==> src/rtl/mux4_rr_arbiter.sv <==
// Four-requester round-robin arbiter feeding a one-entry output register.
// The winner's data is selected through a 4:1 mux, captured on grant, and
// held until the consumer takes it. A drain and a new capture can happen on
// the same edge, so a steady stream moves one word per cycle.

// 4:1 data mux, select 0..3 picks d0..d3.
module mux4_rr_arbiter_mux4 #(
  parameter int WIDTH = 32
) (
  input  logic [1:0]       sel_i,
  input  logic [WIDTH-1:0] d0_i,
  input  logic [WIDTH-1:0] d1_i,
  input  logic [WIDTH-1:0] d2_i,
  input  logic [WIDTH-1:0] d3_i,
  output logic [WIDTH-1:0] y_o
);

  // Plain select; every encoding is covered so no latch is possible.
  always_comb begin
    unique case (sel_i)
      2'd0:    y_o = d0_i;
      2'd1:    y_o = d1_i;
      2'd2:    y_o = d2_i;
      default: y_o = d3_i;
    endcase
  end

endmodule

module mux4_rr_arbiter #(
  parameter int WIDTH = 32
) (
  input  logic             clk,
  input  logic             rst_n,
  input  logic [3:0]       req,
  input  logic [WIDTH-1:0] a,
  input  logic [WIDTH-1:0] b,
  input  logic [WIDTH-1:0] c,
  input  logic [WIDTH-1:0] d,
  output logic [3:0]       gnt,
  output logic [WIDTH-1:0] out,
  output logic [1:0]       out_src,
  output logic             out_valid,
  input  logic             out_ready
);

  typedef enum logic {EMPTY = 1'b0, FULL = 1'b1} state_t;

  state_t           state_q;
  logic [1:0]       ptr_q;
  logic [1:0]       ptr_d;
  logic [WIDTH-1:0] out_q;
  logic [1:0]       out_src_q;

  logic [1:0]       win_idx;
  logic             load;
  logic [WIDTH-1:0] mux_y;

  // Round-robin search starting at ptr: walk offsets high to low so the
  // smallest offset with a request is the one left in win_idx.
  always_comb begin
    logic [1:0] idx;
    win_idx = ptr_q;
    idx     = ptr_q;
    for (int k = 3; k >= 0; k--) begin
      idx = ptr_q + 2'(k);
      if (req[idx]) win_idx = idx;
    end
  end

  // Capture whenever someone asks and the register is free or being drained.
  // rst_n gates it so no grant escapes while reset is held.
  assign load  = rst_n && (|req) && ((state_q == EMPTY) || out_ready);
  assign ptr_d = win_idx + 2'd1;

  // Grant is the one-hot winner on a capturing cycle, otherwise zero.
  always_comb begin
    gnt = 4'b0000;
    if (load) gnt[win_idx] = 1'b1;
  end

  mux4_rr_arbiter_mux4 #(.WIDTH(WIDTH)) u_mux (
    .sel_i (win_idx),
    .d0_i  (a),
    .d1_i  (b),
    .d2_i  (c),
    .d3_i  (d),
    .y_o   (mux_y)
  );

  // Output-register FSM: capture on load, empty on a drain with no new
  // request, otherwise hold. ptr moves only when something is captured.
  always_ff @(posedge clk or negedge rst_n) begin
    if (!rst_n) begin
      state_q   <= EMPTY;
      ptr_q     <= 2'd0;
      out_q     <= '0;
      out_src_q <= 2'd0;
    end else if (load) begin
      out_q     <= mux_y;
      out_src_q <= win_idx;
      ptr_q     <= ptr_d;
      state_q   <= FULL;
    end else if ((state_q == FULL) && out_ready) begin
      state_q   <= EMPTY;
    end
  end

  assign out       = out_q;
  assign out_src   = out_src_q;
  assign out_valid = (state_q == FULL);

endmodule
==> config.mk <==
export PLATFORM = sky130hd
export DESIGN_NAME = mux4_rr_arbiter
export DESIGN_NICKNAME = d
export VERILOG_FILES = /design/src/rtl/mux4_rr_arbiter.sv
export SDC_FILE = /design/constraint.sdc
export NUM_CORES = 1
export LEC_CHECK = 0
export ABC_AREA = 0
export CORE_ASPECT_RATIO = 0.6
export CORE_MARGIN = 2
export CORE_UTILIZATION = 36
export CTS_CLUSTER_SIZE = 10
export DETAILED_ROUTE_END_ITERATION = 10
export GPL_ROUTABILITY_DRIVEN = 0
export HOLD_SLACK_MARGIN = 0.03
export PLACE_DENSITY = 0.89
export SKIP_CTS_REPAIR_TIMING = 1
export SLEW_MARGIN = 5
export SYNTH_ARGS = -nofsm -noshare
export SYNTH_HDL_FRONTEND = slang
export SYNTH_SLANG_ARGS = --single-unit
==> constraint.sdc <==
create_clock -name clk -period 3.15 [get_ports clk]
set_input_delay 0.7875 -clock clk [delete_from_list [all_inputs] [get_ports clk]]
set_output_delay 0.7875 -clock clk [all_outputs]
set_load 0.01 [all_outputs]
==> impl_results.md <==
* Sequential fraction of the synthesis area at a little under two fifths
* Worst skew pair latency at 0.27 ns
* Met2 WL at 4090 microns
* Netlist Area Pre-Place at 2480 sq um
* Average instance area after synthesis at roughly 11 sq um
* Critical Path, Cell by Cell: buf_6 -> a2bb2oi_2 -> o211ai_1 -> inv_1 -> buf_6 -> ha_2 -> and2_1 -> buf_2
* Drt via density at ~5.3
* Pin count of the biggest net entering global routing at 38
* Setup violations, final at 0
* Worst Tran Pin Value at between 0.5 and 0.6 ns
* DRT iter0 DRCs at 275
* H-tree Lvls at 2
* Critical setup path kind: in -> out
* PnR worst setup slack at 0.0263 ns
* Final hold vios at 0
* Slew Viols, Final at 0
* Startpoint Class: input port
* Clk pin slew, worst setup/hold paths at about 0.050 ns
* Most used DFF post-synth: dfrtp_1
* Worst Skew at about 0.0028 ns
* Final Net Count at 539
* Ys async rst share at 100%
* Yosys cell types at 22
* Relative slew slack at ~62%
* Core ar. at between 6000 and 7000 sq um
* Max_cap viols at 0
* I/O pin cnt at 174
* DIE WIDTH at 111 microns
* Pre-CTS setup slack at -0.626 ns
* Worst path required time at 2.36 ns
* Antenna Nets Post-Route at 0
* Area grow syn2layout at 83.8%
* Worst path slowest cell: o211ai_1
* Row cnt at 23
* Syn Inst Count at 219
* Final cell count without fillers at 486
* CP peak stage delay at between 0.4 and 0.5 ns
* Tmin final at 3.12 ns
* Max FO, Critical Path at 7
* Fmax achieved at roughly 320 MHz
* Drt drc at 0
* Placed cells at 475
* Final instance area at 4560 sq um
* Root Driver: clkbuf_16
* Worst VDD drop at 0.000344 V
* First-pass GRT wire length at 13100 microns
* Gr usage total at 22.0%
* Met3 WL at 798 microns
* Full die area at ~7600 sq um
* Met1 WL at 3590 microns
* Number of synthesized flops with an enable pin at 0
* Diodes inserted at 0
* Port-buffer cells at 173
* Outcome: finished, final reports clean
* P_leak at 2.02 nW
* WP data arrival at 2.34 ns
* Top delay family on crit path: compound AO/OA/AOI/OAI gates
* Critical path buffer and inverter count at 4
* Fin crit share at approximately 99%
* Die height at a little under 70 microns
* CP most frequent cell: buf_6
* CP endpoint kind: output pin
* Clk sinks at 37
* Initial Utilization at a little under two fifths
* Syn nets at roughly 360
* DR pass1 iterations at 5
* Vias in the first global route at 2643
* Placed wire-length estimate at 6340 microns
* Hold_ws at 0.507 ns
* Yosys warns at 0
* TritonCTS clock tree: built
* DRT Wirelength at around 8500 microns
* Grt ovf at 0
* Initial antenna violation count at 0
* Placed instance area at 4360 sq um
* Buffer levels on the longest clock path at 2
* Total number of vias at roughly 2.6k
* Layout cells sized above 1 at approximately 18%
* Highest routed metal layer: met4
* HP Class: reg -> reg
* Synthesis-stage register bit count at 37
* TritonCTS Buffers at 5
* WL/cell at 17.5 microns
* Pwr dens at about 730 nW/um^2
==> report_power, final <==
group          internal (mW)  leakage (nW)  total (mW)  switching (mW)
combinational           1.18          1.50        2.02           0.842
clock                  0.310        0.0700       0.482           0.172
sequential             0.701         0.453       0.841           0.140
==> cell families after synthesis <==
group,count (synthesis),share of synthesized area [%]
adders and majority gates,5,2.52
buffers and inverters,54,9.18
DFF,37,37.3
muxes,66,30.8
and+or+nand+nor,14,3.48
AOI/OAI and AO/OA,43,16.7
==> per-stage QoR <==
step / power (mW) / setup TNS [ns] / util (%)
2_1_floorplan: 1.89 / 0 / -
3_3_place_gp: 2.74 / -10.34 / 65.2
3_5_place_dp: 2.82 / -14.29 / 65.2
4_1_cts: 3.31 / -5.71 / 67.4
5_1_grt: 3.53 / -0.0172 / 68.3
6_report: 3.34 / 0 / 68.3
==> per-layer routing <==
metal  GRT usage, %  vias up
li1               -     1186
met1           26.4     1246
met2           40.0      131
met3           7.17        4
met4           4.32        0
met5              0        -
==> worst paths after layout <==
kind / start / end / slack [ns] / depth (start not counted)
hold reg to reg: out[9] / out[9] / 0.51 / 1
setup reg to reg: ptr_q[0] / out[15] / 0.22 / 10
hold / removal: out[9] / out[9] / 0.51 / 1
min in group asynchronous: rst_n / out[15] / 0.61 / 2
setup / recovery: req[3] / gnt[1] / 0.03 / 8
max in group asynchronous: rst_n / out[2] / 2.20 / 2
==> state kept, by name, indices dropped and copies added, names as in the netlist <==
signal and flops:
ptr_q 2, out_valid 1, out_src 2, out 32
==> final cells by class <==
class                      instances  area [sq um]
clock buffer                       7           143
fill                             523          2120
inverter                          34           128
multi-input combinational        128          1350
sequential                        37           926
tap                               87           109
timing repair buffer             193          1900
==> synth_stat cells, types with 3 or more instances <==
cell type | count | area [sq um]
and2_1 | 4 | 25.0
o21ai_0 | 4 | 20.0
a222oi_1 | 32 | 320
nor2b_1 | 5 | 31.3
dfrtp_1 | 37 | 926
mux2i_1 | 32 | 320
ha_1 | 5 | 62.6
inv_1 | 34 | 128
mux2_2 | 18 | 203
mux2_4 | 16 | 240
buf_6 | 3 | 33.8
o31ai_1 | 4 | 30.0
clkbuf_1 | 14 | 52.6
==> cells in the final DEF (no fill, tap or decap), drive strengths merged <==
master,Yosys,layout
a222oi,32,32
a2bb2oi,1,1
and2,4,4
buf,6,25
clkbuf,14,7
clkdlybuf4s50,0,164
dfrtp,37,37
dlymetal6s2s,0,4
ha,5,5
inv,34,34
mux2,34,34
mux2i,32,32
nand2,1,1
nand2b,2,2
nand3b,1,1
nor2,1,1
nor2b,5,5
o211ai,1,1
o21ai,4,4
o31ai,4,4
o41ai,1,1
Power figures use the tool's default switching activity.
